<file path="src/rtl/alu_pkg.sv">
// alu_pkg: definitions shared by the ALU arbiter slice.
//   - default operand/result width and opcode width
//   - FSM state encoding for the arbiter control path
//   - opcode constants understood by the shared ALU
package alu_pkg;

    localparam int unsigned WIDTH_DEF = 16;
    localparam int unsigned OPW_DEF   = 3;

    typedef enum logic [1:0] {
        ST_IDLE = 2'd0,
        ST_EXEC = 2'd1,
        ST_DONE = 2'd2
    } state_t;

    // FFORCE yields {4'hF, A[11:0]}; SHL shifts A left by B[3:0].
    localparam logic [OPW_DEF-1:0] OP_ADD    = 3'd0;
    localparam logic [OPW_DEF-1:0] OP_SUB    = 3'd1;
    localparam logic [OPW_DEF-1:0] OP_AND    = 3'd2;
    localparam logic [OPW_DEF-1:0] OP_OR     = 3'd3;
    localparam logic [OPW_DEF-1:0] OP_XOR    = 3'd4;
    localparam logic [OPW_DEF-1:0] OP_FFORCE = 3'd5;
    localparam logic [OPW_DEF-1:0] OP_SHL    = 3'd6;
    localparam logic [OPW_DEF-1:0] OP_PASS   = 3'd7;

endpackage

</file>
<file path="src/rtl/rr_pick.sv">
// rr_pick: two-way round-robin selector (purely combinational).
//   REQ0, REQ1 : pending requests
//   LAST       : requester granted most recently
//   SEL        : winning requester (valid only when VALID is high)
//   VALID      : at least one request pending
module rr_pick (
    input  logic REQ0,
    input  logic REQ1,
    input  logic LAST,
    output logic SEL,
    output logic VALID
);

    always_comb begin
        VALID = REQ0 | REQ1;
        // On a tie the requester that was not served last wins;
        // otherwise the lone requester wins whatever LAST says.
        if (REQ0 && REQ1) begin
            SEL = ~LAST;
        end else begin
            SEL = REQ1;
        end
    end

endmodule

</file>
<file path="src/rtl/alu_arbiter.sv">
// alu_arbiter: shares one external combinational ALU between two requesters.
//   CLK, RST           : clock, asynchronous active-high reset
//   REQ0/REQ1          : requests, held until the matching grant
//   A0,B0,OP0 / A1,B1,OP1 : operands and opcode of each requester
//   GNT0/GNT1          : one-cycle grant pulse (high during EXEC)
//   DONE0/DONE1        : one-cycle result-valid pulse (high during DONE)
//   R                  : captured ALU result, held until the next capture
//   ALU_A,ALU_B,ALU_OP : registered operands/opcode to the shared ALU
//   ALU_R              : shared ALU result
//   BUSY               : control FSM is not idle
module alu_arbiter
    import alu_pkg::*;
#(
    parameter int unsigned WIDTH = WIDTH_DEF,
    parameter int unsigned OPW   = OPW_DEF
) (
    input  logic             CLK,
    input  logic             RST,
    input  logic             REQ0,
    input  logic             REQ1,
    input  logic [WIDTH-1:0] A0,
    input  logic [WIDTH-1:0] B0,
    input  logic [OPW-1:0]   OP0,
    input  logic [WIDTH-1:0] A1,
    input  logic [WIDTH-1:0] B1,
    input  logic [OPW-1:0]   OP1,
    output logic             GNT0,
    output logic             GNT1,
    output logic             DONE0,
    output logic             DONE1,
    output logic [WIDTH-1:0] R,
    output logic [WIDTH-1:0] ALU_A,
    output logic [WIDTH-1:0] ALU_B,
    output logic [OPW-1:0]   ALU_OP,
    input  logic [WIDTH-1:0] ALU_R,
    output logic             BUSY
);

    state_t state;
    state_t state_nx;

    // LAST doubles as the owner of the operation in flight, because it is
    // updated on entry to EXEC and not touched again until the next accept.
    logic last;
    logic sel;
    logic valid;
    logic accept;
    logic capture;

    rr_pick u_pick (
        .REQ0  (REQ0),
        .REQ1  (REQ1),
        .LAST  (last),
        .SEL   (sel),
        .VALID (valid)
    );

    always_ff @(posedge CLK or posedge RST) begin
        if (RST) begin
            state <= ST_IDLE;
        end else begin
            state <= state_nx;
        end
    end

    // REQ is ignored in EXEC; IDLE and DONE both accept a new request.
    always_comb begin
        state_nx = state;
        accept   = 1'b0;
        capture  = 1'b0;
        unique case (state)
            ST_IDLE: begin
                if (valid) begin
                    state_nx = ST_EXEC;
                    accept   = 1'b1;
                end
            end
            ST_EXEC: begin
                state_nx = ST_DONE;
                capture  = 1'b1;
            end
            ST_DONE: begin
                if (valid) begin
                    state_nx = ST_EXEC;
                    accept   = 1'b1;
                end else begin
                    state_nx = ST_IDLE;
                end
            end
            default: begin
                state_nx = ST_IDLE;
            end
        endcase
    end

    always_ff @(posedge CLK or posedge RST) begin
        if (RST) begin
            last   <= 1'b1;
            GNT0   <= 1'b0;
            GNT1   <= 1'b0;
            DONE0  <= 1'b0;
            DONE1  <= 1'b0;
            R      <= '0;
            ALU_A  <= '0;
            ALU_B  <= '0;
            ALU_OP <= '0;
        end else begin
            GNT0  <= accept & ~sel;
            GNT1  <= accept & sel;
            DONE0 <= capture & ~last;
            DONE1 <= capture & last;
            if (accept) begin
                last   <= sel;
                ALU_A  <= sel ? A1  : A0;
                ALU_B  <= sel ? B1  : B0;
                ALU_OP <= sel ? OP1 : OP0;
            end
            if (capture) begin
                R <= ALU_R;
            end
        end
    end

    assign BUSY = (state != ST_IDLE);

endmodule

</file>
<file path="config.mk">
export PLATFORM = sky130hd
export DESIGN_NAME = alu_arbiter
export DESIGN_NICKNAME = d
export VERILOG_FILES = /design/src/rtl/alu_pkg.sv /design/src/rtl/rr_pick.sv /design/src/rtl/alu_arbiter.sv
export SDC_FILE = /design/constraint.sdc
export NUM_CORES = 1
export LEC_CHECK = 0
export CAP_MARGIN = 20
export CORE_ASPECT_RATIO = 1.4
export CORE_MARGIN = 3
export CORE_UTILIZATION = 30
export DETAILED_ROUTE_END_ITERATION = 8
export DONT_BUFFER_PORTS = 1
export GPL_TIMING_DRIVEN = 0
export PLACE_DENSITY = 0.52
export SKIP_LAST_GASP = 1
export SYNTH_ARGS = -nofsm -noshare
export SYNTH_HDL_FRONTEND = slang
export SYNTH_SLANG_ARGS = --single-unit
</file>
<file path="constraint.sdc">
create_clock -name CLK -period 2.8 [get_ports CLK]
set_clock_uncertainty 0.05 [all_clocks]
set_input_delay 0.56 -clock CLK [delete_from_list [all_inputs] [get_ports CLK]]
set_output_delay 0.56 -clock CLK [all_outputs]
set_load 0.02 [all_outputs]
</file>
After elaboration in Yosys (flattened, before gate mapping)
Index checks and enable logic that the tools add are counted.
{ "totals": {"input_bits": 90, "out_inout_bits": 56, "regBits": 58, "word_cells": 34} }
{ "op_classes": {"eq_ne": 3, "n_reduce_logical": 4, "n_bitwise": 7, "n_mux": 10} }
{ "ops": {"columns": ["cell", "n"], "rows": [
  ["$mux W16", 2],
  ["$pmux W2 S3", 1],
  ["$mux W1", 5],
  ["$and A1 B1 Y1", 4],
  ["$mux W3", 1],
  ["$eq A2 B1 Y1 const B", 1],
  ["$eq A2 B2 Y1 const B", 1],
  ["$logic_not A2 Y1", 1],
  ["$mux W2", 1],
  ["$ne A2 B1 Y1 const B", 1],
  ["$not A1 Y1", 2],
  ["$reduce_bool A2 Y1", 1],
  ["$reduce_or A2 Y1", 1],
  ["$logic_and A1 B1 Y1", 1],
  ["$or A1 B1 Y1", 1]
]} }

Depth between registers and ports, before layout
Gate-level depths: netlist of the first run.
{ "logic_depth": {"depth_word": 4, "ltp_mapped": 5, "ltp_nobuf": 3} }

Hierarchy
From an unflattened synthesis of the first run, not the netlist that was laid out.
{ "unflattened": {"hier_cells": 167, "hier_area_um2": 2673.8} }
{ "modules_own_cells": {"columns": ["mod", "cells_per_inst", "area_per_inst_um2", "instances", "seq_area_each_um2"], "rows": [
  ["alu_arbiter", 165, 2660.1, 1, 1452.6],
  ["rr_pick", 2, 13.8, 1, 0.0]
]} }

Worst setup path after synthesis of the first run
No wires, ideal clock.
{ "synth_path": {"path_kind": "input-to-reg", "start": "input port REQ1", "end": "register ALU_A[0]", "arrival_time_ns": 1.430, "required_time_ns": 2.624, "setup_time_ns": 0.126, "path_buffers": 2, "path_stages": 5, "setup_slack_ns": 1.195, "cell_sequence": "inv_2 o211a_1 buf_2 buf_2 a221o_1"} }
{ "synth_between": {"elab_chain_cells": 3, "elab_cells_between_ends": 6, "classes_between": "mux (4); bitwise (1); reduce/logical (1)"} }
{ "synth_rtl": {"columns": ["element", "line_no", "text"], "rows": [
  ["from (decl)", "alu_arbiter.sv:20", "input logic REQ1,"],
  ["$or A1 B1 Y1 or $logic_and A1 B1 Y1 (tied branches)", "rr_pick.sv:15, rr_pick.sv:18", null],
  ["$mux W1, on equally long branches", "alu_arbiter.sv:73, alu_arbiter.sv:83, rr_pick.sv:18", null],
  ["$mux W1 or $mux W16 (tied branches)", null, null],
  ["to (signal assigned)", "alu_arbiter.sv:114", "ALU_A <= sel ? A1 : A0;"],
  ["to (decl)", "alu_arbiter.sv:32", "output logic [WIDTH-1:0] ALU_A,"]
]} }
Parallel ways exist; a longest one is shown, timed or not.
A chain may end at the register's enable or synchronous reset.

Final worst setup path of the first run
{ "layout_path": {"start": "register state[0]", "end": "register ALU_A[2]"} }
{ "layout_between": {"elab_chain_cells": 3, "elab_cells_between_ends": 4, "classes_between": "eq/ne (1); mux (1); reduce/logical (2)"} }
{ "layout_rtl": {"columns": ["element", "line_no", "text"], "rows": [
  ["from (decl)", "alu_arbiter.sv:39", "state_t state;"],
  ["from (signal assigned)", "alu_arbiter.sv:62", "state <= state_nx;"],
  ["$eq A2 B2 Y1 or $logic_not A2 Y1 (tied branches)", "alu_arbiter.sv:71", "unique case (state)"],
  ["$reduce_or A2 Y1 (no line) (*)", null, null],
  ["$mux W1 (*)", null, null]
]} }
Mark *: on every way between the ends. The rest lies on a longest branch, timed or not.

==> results of run 1 <==
-- logic make-up after synthesis --
group | synth area share [%]
compound gates | 16.9
mux | 7.68
buf+inv | 3.20
simple gates | 10.3
flops | 62.0
-- cells in the final DEF, fill, tap and decap left out --
cell,Yosys,final
clkinvlp_4,0,1
o21bai_1,1,1
buf_2,9,9
nor2_1,1,1
clkbuf_1,3,3
nand2b_1,1,1
inv_2,1,2
o211a_1,1,1
a221o_1,35,35
buf_12,0,1
dfstp_2,1,1
and2_1,36,36
inv_1,4,3
a21o_1,1,1
mux2_2,16,16
clkinv_2,0,1
a211oi_4,1,1
clkbuf_8,0,10
or2_2,1,1
bufinv_16,0,2
clkinv_4,0,2
dfrtp_1,57,57
-- registers in the layout, summed over array words and instances, names as in the netlist --
signal / flops
ALU_B: 16
DONE1: 1
last: 1
GNT0: 1
ALU_A: 16
ALU_OP: 3
DONE0: 1
R: 16
state: 2
GNT1: 1
-- through the flow --
stage | hold WS, ps | worst slack [ps] | utilization (%)
after detailed placement | 491 | 761 | 33.4
after global routing | 142 | 868 | 36.4
final | 115 | 1020 | 36.4
after global placement | 469 | 88.2 | 33.1
after CTS | 120 | 974 | 36.4
after floorplan | 452 | 764 | -
-- final cells by class --
class                   instances  share of cell area [%]
flip-flops and latches         58                    53.5
multi-input cells              94                    30.1
clock buffers                  10                    5.07
well taps                      97                    4.47
clock inverters                 6                    3.32
plain buffers                  12                    2.07
repair buffers                  1                   0.738
inverters                       5                   0.692
-- per-layer routing --
layer	wire length [um]	global-route usage (%)	up-vias
met5	0	0	-
met4	119	6.20	0
met3	549	5.79	9
met2	3010	22.0	76
met1	2280	15.6	723
li1	-	-	655
-- where the power goes --
part | internal (mW) | switching, mW
clock network | 0.526 | 0.343
registers | 1.03 | 0.360
logic | 0.200 | 0.160
-- final timing paths --
kind                                   endpoint  slack (ps)  cells past startpoint
max                        ALU_A[2]$_DFFE_PP0P_        1020                      4
min                           R[10]$_DFFE_PP0N_         110                      1
max reg2reg                ALU_A[2]$_DFFE_PP0P_        1020                      4
min reg2reg                     DONE0$_DFF_PP0_         490                      1
max in group asynchronous  ALU_A[3]$_DFFE_PP0P_        2000                      2
min in group CLK           ALU_A[4]$_DFFE_PP0P_         310                      1
==> impl_metrics.json, run 1 <==
{
  "status": "complete, no violations",
  "max-clock-path-buffers": 2,
  "crit_buf_inv": 1,
  "power_density_nw_per_um2": 964,
  "synth_top_area_share_pct": 60.8,
  "slew_violations": 0,
  "routed_wl_um": 5960,
  "netlist_area_um2": 2340,
  "path_clk_slew_ps": 70,
  "finalPower_mw": 2.62,
  "wl_per_cell_um": 21.0,
  "synth_top_cell_by_area": "dfrtp_1",
  "yosysWarningCount": 0,
  "cp-startpoint": "state[0]$_DFFE_PP0P_",
  "tightestPinTransition_ps": 794,
  "place_area_um2": 2490,
  "worstSetupPathType": "register to register",
  "hold_path.class": "input pin to asynchronous set/reset pin",
  "cts-hold-fix-buffers": 0,
  "seq_area_frac_synth_pct": 62.0,
  "drt-initial-drc-count": 61,
  "initial_core_util_pct": 31.5,
  "setup_viol": 0,
  "fin_cells": 283,
  "critPathTopFamily": "compound AO/OA/AOI/OAI gates",
  "regArea_um2": 1450,
  "slowest_stage": "dfrtp_1",
  "cts_tree": "built",
  "gp_congestion": 0.729,
  "ant_nets": 0,
  "dp.cells": 267,
  "die_area_um2": 8930,
  "grt_pass1_wl_um": 9070,
  "vias_per_cell": 5.17,
  "grt_overflow": 0,
  "cts_sinks": 58,
  "die_h_um": 111,
  "grt_max_degree": 32,
  "synth_most_common_cell": "dfrtp_1",
  "synth_common_cells": "dfrtp_1, and2_1, a221o_1",
  "cp_data_arrival_time_ps": 1950,
  "ir_drop_mv": 0.354,
  "path_cells": "o21bai_1, clkbuf_1, and2_1, a221o_1",
  "critPathRequiredTime_ps": 2960,
  "leakagePower_nw": 1.21,
  "portBuffers": 0,
  "cts_buffers": 9,
  "avgSynthCellArea_um2": 13.9,
  "dr.pass1.iters": 4,
  "slowest_delay_ps": 440,
  "regToRegStartpoint": "state[0]$_DFFE_PP0P_",
  "drc": 0,
  "area_delta_synth_final_pct": 15.7,
  "final_nets": 271,
  "fmax_mhz": 561,
  "diodes": 0,
  "synth-seq-cells": 58,
  "design_area_um2": 2710,
  "multi_input_comb_area_um2": 817,
  "synth_area_leaders": "dfrtp_1, a221o_1, and2_1",
  "antenna_found_initial": 0,
  "drive_gt1_share_pct": 25.3,
  "finalHoldViolations": 0,
  "cap_violations": 0,
  "grt_usage_pct": 13.7,
  "start_kind": "register",
  "cts_root_buffer": "clkbuf_8",
  "vias": 1463,
  "end_kind": "register",
  "final.min_clock_period_ps": 1780,
  "crit_path_max_fanout": 10,
  "maxSlewHeadroom_pct": 46.9,
  "fin_setup_tns_ps": 0,
  "die_x_um": 80.7,
  "cts_htree_levels": 3,
  "nFillCells": 714,
  "io_pins": 146,
  "ctsResizeCount": 0,
  "finalCritPeriodShare_pct": 63.7,
  "async_flop_share_pct": 100,
  "place_hpwl_um": 4400,
  "ys.flop_type": "dfrtp_1",
  "rsz0062_at_grt": "false",
  "core_um2": 7450,
  "clk_latency_ps": 330,
  "post-cts-setup-buffers": 0,
  "ys_types": 16,
  "grt_pass1_vias": 1661,
  "netlist_instances": 169,
  "synth_edf_count": 0,
  "synthesis.nets": 259,
  "num_rows": 37
}
No activity file was read; power rests on OpenSTA's default activity.
==> run 2, diff against run 1 <==
- clock period: 2.8 -> 1.84 ns (I/O delays scaled with it)
==> impl_metrics.json, run 2 (same netlist as run 1, synthesis figures left out) <==
{
  "status": "complete, no violations",
  "cap_violations": 0,
  "clk_latency_ps": 330,
  "tightestPinTransition_ps": 682,
  "diodes": 0,
  "multi_input_comb_area_um2": 821,
  "final_core_util_pct": 36.8,
  "wl_met1_um": 2080,
  "cp_data_arrival_time_ps": 1820,
  "cts_buffers": 9,
  "fin_setup_tns_ps": 0,
  "dp_slack_ps": 21.1,
  "leakagePower_nw": 1.22,
  "cts_sinks": 58,
  "die_h_um": 111,
  "setup_viol": 0,
  "regArea_um2": 1450,
  "grt_pass1_vias": 1622,
  "die_area_um2": 8930,
  "io_pins": 146,
  "top_regs": "ALU_A: 16 flops, ALU_B: 16 flops, R: 16 flops",
  "die_x_um": 80.7,
  "fin_ws_ps": 182,
  "grt_pass1_wl_um": 8980,
  "ant_nets": 0,
  "cts_root_buffer": "clkbuf_8",
  "final_common_cell": "dfrtp_1",
  "nFillCells": 718,
  "drt-initial-drc-count": 76,
  "num_rows": 37,
  "regToRegStartpoint": "state[0]$_DFFE_PP0P_",
  "rsz0062_at_grt": "false",
  "post-cts-setup-buffers": 0,
  "fmax_mhz": 603,
  "area_delta_synth_final_pct": 16.9,
  "hold_path.class": "input pin to register",
  "final_nets": 272,
  "wl_met3_um": 569,
  "wl_met2_um": 3080,
  "end_kind": "register",
  "slew_violations": 0,
  "drc": 0,
  "reg2reg_depth": 4,
  "max-clock-path-buffers": 2,
  "start_kind": "register",
  "initial_core_util_pct": 31.5,
  "finalCritPeriodShare_pct": 90.1,
  "reg2reg_to": "ALU_A[1]$_DFFE_PP0P_",
  "finalHoldViolations": 0,
  "portBuffers": 0,
  "gp_congestion": 0.721,
  "maxSlewHeadroom_pct": 54.4,
  "antenna_found_initial": 0,
  "whs_path_depth": 1,
  "cts_tree": "built",
  "wl_per_cell_um": 20.6,
  "final_cell_mix": "dfrtp_1, and2_1, a221o_1",
  "crit_path_max_fanout": 10,
  "routed_wl_um": 5850,
  "grt_overflow": 0,
  "reg2reg_setup_slack_ps": 180,
  "hold_ws_ps": 120,
  "power_density_nw_per_um2": 1470,
  "ir_drop_mv": 0.535,
  "path_clk_slew_ps": 70,
  "vias_per_cell": 5.15,
  "worstSetupPathType": "register to register",
  "grt_usage_pct": 13.6,
  "place_hpwl_um": 4330,
  "core_um2": 7450,
  "hold_end": "ALU_A[6]$_DFFE_PP0P_",
  "critPathRequiredTime_ps": 2000,
  "cts_htree_levels": 3,
  "top_layer": "met4",
  "vias": 1464,
  "drive_gt1_share_pct": 25.7,
  "dr.pass1.iters": 4,
  "final.min_clock_period_ps": 1660,
  "min-delay-start": "A1[6]",
  "grt_max_degree": 31
}
run 2: changes by cell type in the layout (fill, tap and decap cells not counted):
cell | previous run | this run
clkbuf_8 | 10 | 12
inv_2 | 2 | 1
clkinvlp_4 | 1 | 2
o21bai_2 | 0 | 1
dlygate4sd3_1 | 0 | 1
clkinv_4 | 2 | 0
o21bai_1 | 1 | 0
run 2: layer usage:
layer  global-route usage [%]  vias up
li1                         -      655
met1                     14.6      721
met2                     22.7       76
met3                     5.87       12
met4                     6.09        0
met5                        0        -
run 2: worst max-delay path: stages, from the launching register on:
cell and delay, ps:
dfrtp_1 440, o21bai_2 300, clkbuf_1 250, and2_1 210, a221o_1 270
run 2: worst max path at each step:
stage                          from               endpoint  cells after the start
3_3_place_gp                   REQ1   ALU_B[8]$_DFFE_PP0P_                      4
4_1_cts        state[0]$_DFFE_PP0P_   ALU_A[1]$_DFFE_PP0P_                      4
6_report       state[0]$_DFFE_PP0P_   ALU_A[1]$_DFFE_PP0P_                      4
5_1_grt        state[0]$_DFFE_PP0P_  ALU_B[10]$_DFFE_PP0P_                      4
3_5_place_dp                   REQ1   ALU_A[1]$_DFFE_PP0P_                      4
2_1_floorplan  state[0]$_DFFE_PP0P_   ALU_B[0]$_DFFE_PP0P_                      4
run 2: through the flow:
stage	instance area, um2	std cells	power (mW)
6_report	2740	284	4.04
5_1_grt	2740	284	4.25
4_1_cts	2740	284	4.10
3_5_place_dp	2490	267	2.70
3_3_place_gp	2470	266	2.68
2_1_floorplan	2350	169	2.52
run 2: final cells by class:
cell class,count,area share (%)
Sequential cell,58,53.0
Multi-Input combinational cell,94,29.9
Clock buffer,12,6.02
Tap cell,97,4.43
Clock inverter,4,2.65
Buffer,12,2.05
Timing Repair Buffer,2,1.10
Inverter,5,0.822
run 2: power breakdown:
group	leakage [nW]	total, mW	internal, mW	switching, mW
sequential	0.705	2.11	1.56	0.544
combinational	0.392	0.551	0.307	0.244
clock	0.119	1.38	0.871	0.507
run 2: repair_timing:
action	in CTS	in global routing
gates resized for setup	0	1
endpoints found under the hold margin	28	0
hold buffers	1	0
endpoints found under the setup margin	0	28
==> run 3, diff against run 2 <==
- GPL_TIMING_DRIVEN: 0 -> unset
==> impl_metrics.json, run 3 (same netlist as run 1, synthesis figures left out) <==
{
  "status": "complete, no violations",
  "hold_path.class": "input pin to register",
  "cts_root_buffer": "clkbuf_8",
  "reg2reg_setup_slack_ps": 190,
  "max-clock-path-buffers": 2,
  "cts_sinks": 58,
  "reg2reg_depth": 4,
  "fmax_mhz": 606,
  "grt_pass1_vias": 1573,
  "hold_ws_ps": 130,
  "final_cell_mix": "dfrtp_1, and2_1, a221o_1",
  "regToRegStartpoint": "state[0]$_DFFE_PP0P_",
  "crit_path_max_fanout": 20,
  "p_clk_share_pct": 33.8,
  "core_um2": 7450,
  "tightestPinTransition_ps": 529,
  "leakagePower_nw": 1.21,
  "drive_gt1_share_pct": 25.3,
  "worstSetupPathType": "register to register",
  "dp.cells": 262,
  "final.min_clock_period_ps": 1650,
  "grt_overflow": 0,
  "final_common_cell": "dfrtp_1",
  "switchingPower_mw": 1.29,
  "diodes": 0,
  "gp_congestion": 0.670,
  "area_delta_synth_final_pct": 16.8,
  "finalHoldViolations": 0,
  "drc": 0,
  "ir_drop_mv": 0.428,
  "die_x_um": 80.7,
  "grt_max_degree": 59,
  "pwr-share-comb_pct": 13.7,
  "final_nets": 267,
  "finalCritPeriodShare_pct": 89.7,
  "fin_setup_tns_ps": 0,
  "wl_per_cell_um": 21.0,
  "end_kind": "register",
  "vias": 1448,
  "dr.pass1.iters": 4,
  "maxSlewHeadroom_pct": 64.7,
  "rsz0062_at_grt": "false",
  "grt_usage_pct": 13.4,
  "critPathRequiredTime_ps": 1990,
  "cts-hold-fix-buffers": 1,
  "seqPwrFrac_pct": 52.5,
  "fin_cells": 279,
  "cap_violations": 0,
  "swShare_pct": 31.9,
  "slew_violations": 0,
  "critPathCapture": "ALU_A[7]$_DFFE_PP0P_",
  "cts_buffers": 9,
  "p_int_mw": 2.75,
  "grt_pass1_wl_um": 8830,
  "initial_core_util_pct": 31.5,
  "vias_per_cell": 5.19,
  "ctsResizeCount": 0,
  "setup_viol": 0,
  "routed_wl_um": 5870,
  "cts_tree": "built",
  "cp_data_arrival_time_ps": 1800,
  "path_clk_slew_ps": 70,
  "place_hpwl_um": 4340,
  "die_area_um2": 8930,
  "die_h_um": 111,
  "top_regs": "ALU_A: 16 flops, ALU_B: 16 flops, R: 16 flops",
  "io_pins": 146,
  "ant_nets": 0,
  "cp-startpoint": "state[0]$_DFFE_PP0P_",
  "num_rows": 37,
  "start_kind": "register",
  "portBuffers": 0,
  "reg2reg_to": "ALU_A[7]$_DFFE_PP0P_",
  "power_density_nw_per_um2": 1470,
  "cts_htree_levels": 3,
  "drt-initial-drc-count": 119,
  "antenna_found_initial": 0,
  "clk_latency_ps": 330,
  "post-cts-setup-buffers": 0
}
==> run 3: area by class of cell <==
cell class / count / area, um2
sequential: 58 / 1450
timing repair buffer: 9 / 82.6
inverter: 5 / 22.5
clock buffer: 12 / 165
tap: 97 / 121
multi-input combinational: 94 / 821
fill: 718 / 4720
clock inverter: 4 / 72.6
==> run 3: critical path, cell delays in order, from the launching register on <==
cell	delay (ps)
dfrtp_1	440
o21bai_2	340
buf_4	260
and2_1	170
a221o_1	270
==> run 3: worst min-delay path by stage <==
stage | start | end | slack [ps] | cells after the start
5_1_grt | B1[14] | ALU_B[14]$_DFFE_PP0P_ | 100 | 1
2_1_floorplan | RST | ALU_A[0]$_DFFE_PP0P_ | 410 | 1
6_report | B1[11] | ALU_B[11]$_DFFE_PP0P_ | 130 | 1
4_1_cts | B1[11] | ALU_B[11]$_DFFE_PP0P_ | 110 | 1
3_3_place_gp | RST | ALU_B[8]$_DFFE_PP0P_ | 280 | 2
3_5_place_dp | RST | ALU_B[8]$_DFFE_PP0P_ | 300 | 2
==> run 3: power by group through the flow <==
stage                     clock network (mW)  registers, mW  logic, mW
final                                   1.36           2.12      0.554
after global placement                     0           2.14      0.526
after CTS                               1.41           2.13      0.565
after global routing                    1.46           2.15      0.624
after floorplan                            0           2.07      0.455
after detailed placement                   0           2.15      0.562
==> run 3: per-stage QoR <==
step / worst slack [ps] / total power, mW / instance area, um2 / util (%)
detailed placement: 168 / 2.71 / 2490 / 33.4
global placement: 248 / 2.67 / 2490 / 33.4
finish: 189 / 4.03 / 2740 / 36.7
floorplan: 417 / 2.52 / 2350 / -
global route: 69.8 / 4.24 / 2740 / 36.7
CTS: 150 / 4.10 / 2740 / 36.7
==> run 3: metal layers <==
layer  up-vias  routed length, um  track usage, %
met3        12                604            5.87
met5         -                  0               0
met1       716               2020            14.3
met2        80               3110            22.2
li1        640                  -               -
met4         0                131            6.09
==> patch: new RTL, settings of run 2 <==
Encoding of `state_t`: now one-hot (3 bits for 3 states).
--- a/src/rtl/alu_pkg.sv
+++ b/src/rtl/alu_pkg.sv
@@ -7,10 +7,10 @@
     localparam int unsigned WIDTH_DEF = 16;
     localparam int unsigned OPW_DEF   = 3;
 
-    typedef enum logic [1:0] {
-        ST_IDLE = 2'd0,
-        ST_EXEC = 2'd1,
-        ST_DONE = 2'd2
+    typedef enum logic [2:0] {
+        ST_IDLE = 3'b001,
+        ST_EXEC = 3'b010,
+        ST_DONE = 3'b100
     } state_t;
 
     // FFORCE yields {4'hF, A[11:0]}; SHL shifts A left by B[3:0].
Check against the original RTL: no difference found for any inputs over 10 cycles, from zero or initial values and one cycle with RST high; not proved beyond that.
==> patch against run 2 <==
  * Final area up 4.4%
  * Count of clock-buffer cells in the layout stayed put
  * Largest cell class unchanged
  * Global-route usage shrank 0.17 points
  * Routed wire length rose by 10%
  * Core utilization decreased by 0.51 points
  * Non-clock buffer count is 8 higher
  * First-iteration DRC count decreased by 64%
  * Synthesized cell count increased by 8.3%
  * Worst setup slack got worse by 0.021 ns
  * Sequential cell count up 1
  * Area after synthesis rose by 6.2%
Power is not compared: it rests on default switching activity, and its combinational part moved more than twofold at a synthesized area within 25%.
==> patch: results (changes against run 2) <==
status=completed; Root Driver=clkbuf_8; CTS max path bufs=2 (unchanged); Worst-path clk slew=0.07 ns (about the same); initial antenna violation count=0 (unchanged); Crit Path Max Fanout=10 (unchanged); global-route wire length before repair=9.853 mm (+9.8%); total iterations of the first detailed-routing run=4 (unchanged); Post-synth ARST share=100.0% (unchanged); Seq/Total Area, Yosys=59.37% (-2.6 points); worst vdd ir=0.9806 mV; Iteration-0 DRC Markers=27 (-64%); Final Critical Period=1.679 ns (+0.02097 ns); worst skew pair latency=0.33 ns (about the same); Vias per Instance=5.605 (+8.7%); Worst path max stage delay=0.57 ns (+0.13 ns); GR Util All Layers=13.43% (-0.17 points); fillers=804 (+12%); Worst Hold Class=in2reg; Cells after Synth=183 (+8.3%); CP max stage cell=dfstp_2; number of antenna diodes=0 (unchanged); Syn. warnings=0 (unchanged); Yosys cell types=23 (+7); Slew @ Worst Pin=0.5460 ns (-0.1360 ns); total CTS buffers=9 (unchanged); vias in the first global route=1754 (+8.1%); syn nets=273 (+5.4%); cell total after placement=284 (+6.4%); dominant cells by area after synthesis=dfrtp_1, a2bb2oi_1, o32ai_1; largest net degree at the start of global routing=40 (+29%); Placer Congestion=0.7077 (-1.8%); Avg WL per Cell=21.36 µm (+3.7%); top post-synthesis cells by count=dfrtp_1, a2bb2oi_1, o32ai_1; Leak Pwr=1.117 nW; Layout Nets=286 (+5.1%); final HPWL from detailed placement=4.712 mm (+8.7%); CP delay by family, top=flip-flops; Layout Cells excl Fill=301 (+6.0%); layout cell share with drive strength beyond 1=26.37% (+0.70 points)
-- patch: logic make-up (layout without fill, tap and decap cells) --
logic type      after synthesis  after routing  synth area share (%)
buf+inv                      22             40                 4.620
simple gates                 12             12                 2.762
flops                        59             59                 59.37
xor+xnor                      1              1                0.3516
mux                          16             16                 7.232
compound gates               73             73                 25.67
-- patch: power groups by stage --
| stage | clock, W | combinational (W) | sequential, W |
|---|---|---|---|
| final | 0.00123 | 0.00189 | 0.00309 |
| after global routing | 0.00134 | 0.00208 | 0.00318 |
| after CTS | 0.00129 | 0.00192 | 0.00312 |
| after detailed placement | 0 | 0.00193 | 0.00313 |
| after global placement | 0 | 0.00187 | 0.00313 |
| after floorplan | 0 | 0.00155 | 0.00298 |
-- patch: path summary, 6_finish.rpt --
path	from	endpoint	slack, ns	cells after the start
min in group asynchronous	RST	R[3]	0.49	2
min	ALU_R[8]	R[8]	0.14	1
min reg2reg	last	DONE0	0.49	1
max in group asynchronous	RST	last	0.66	3
max reg2reg	last	ALU_OP[1]	0.16	5
max	last	ALU_OP[1]	0.16	5
-- patch: per-layer routing --
metal | vias to the layer above | track usage [%] | part of all wire, %
met5 | - | 0 | 0
met4 | 0 | 5.016 | 1.2
met3 | 9 | 7.298 | 12
met2 | 107 | 21.52 | 47
met1 | 810 | 15.10 | 40
li1 | 761 | - | -
-- patch: metrics by stage --
step | utilization, % | instance area (µm²) | setup WS (ns) | total power, W | hold slack, ns
5_1_grt | 36.27 | 2863 | 0.04462 | 0.006599 | 0.1109
4_1_cts | 36.27 | 2863 | 0.1040 | 0.006327 | 0.1113
6_report | 36.27 | 2863 | 0.1608 | 0.006211 | 0.1392
3_5_place_dp | 33.45 | 2640 | 0.1362 | 0.005057 | 0.2397
2_1_floorplan | - | 2495 | 0.4416 | 0.004532 | 0.4168
3_3_place_gp | 33.20 | 2620 | 0.1847 | 0.004998 | 0.4675
-- patch: cell type report --
| class | instances | area (µm²) | area share, % |
|---|---|---|---|
| sequential | 59 | 1479 | 51.66 |
| multi-input combinational | 102 | 897.1 | 31.34 |
| clock buffer | 12 | 165.2 | 5.769 |
| tap | 100 | 125.1 | 4.371 |
| buffer | 20 | 107.6 | 3.759 |
| clock inverter | 4 | 47.55 | 1.661 |
| timing repair buffer | 2 | 30.03 | 1.049 |
| inverter | 2 | 11.26 | 0.3934 |
-- patch: timing repair --
item | 4_1_cts | 5_1_grt
setup buffers | 0 | 0
hold buffers | 1 | 0
endpoints found under the hold margin | 20 | 0
-- patch: worst register-to-register path, delay by kind of cell (launching register included) --
family	cells	cell delay, ns
flops	1	0.57
compound gates	2	0.45
buf+inv	2	0.44
simple gates	1	0.05
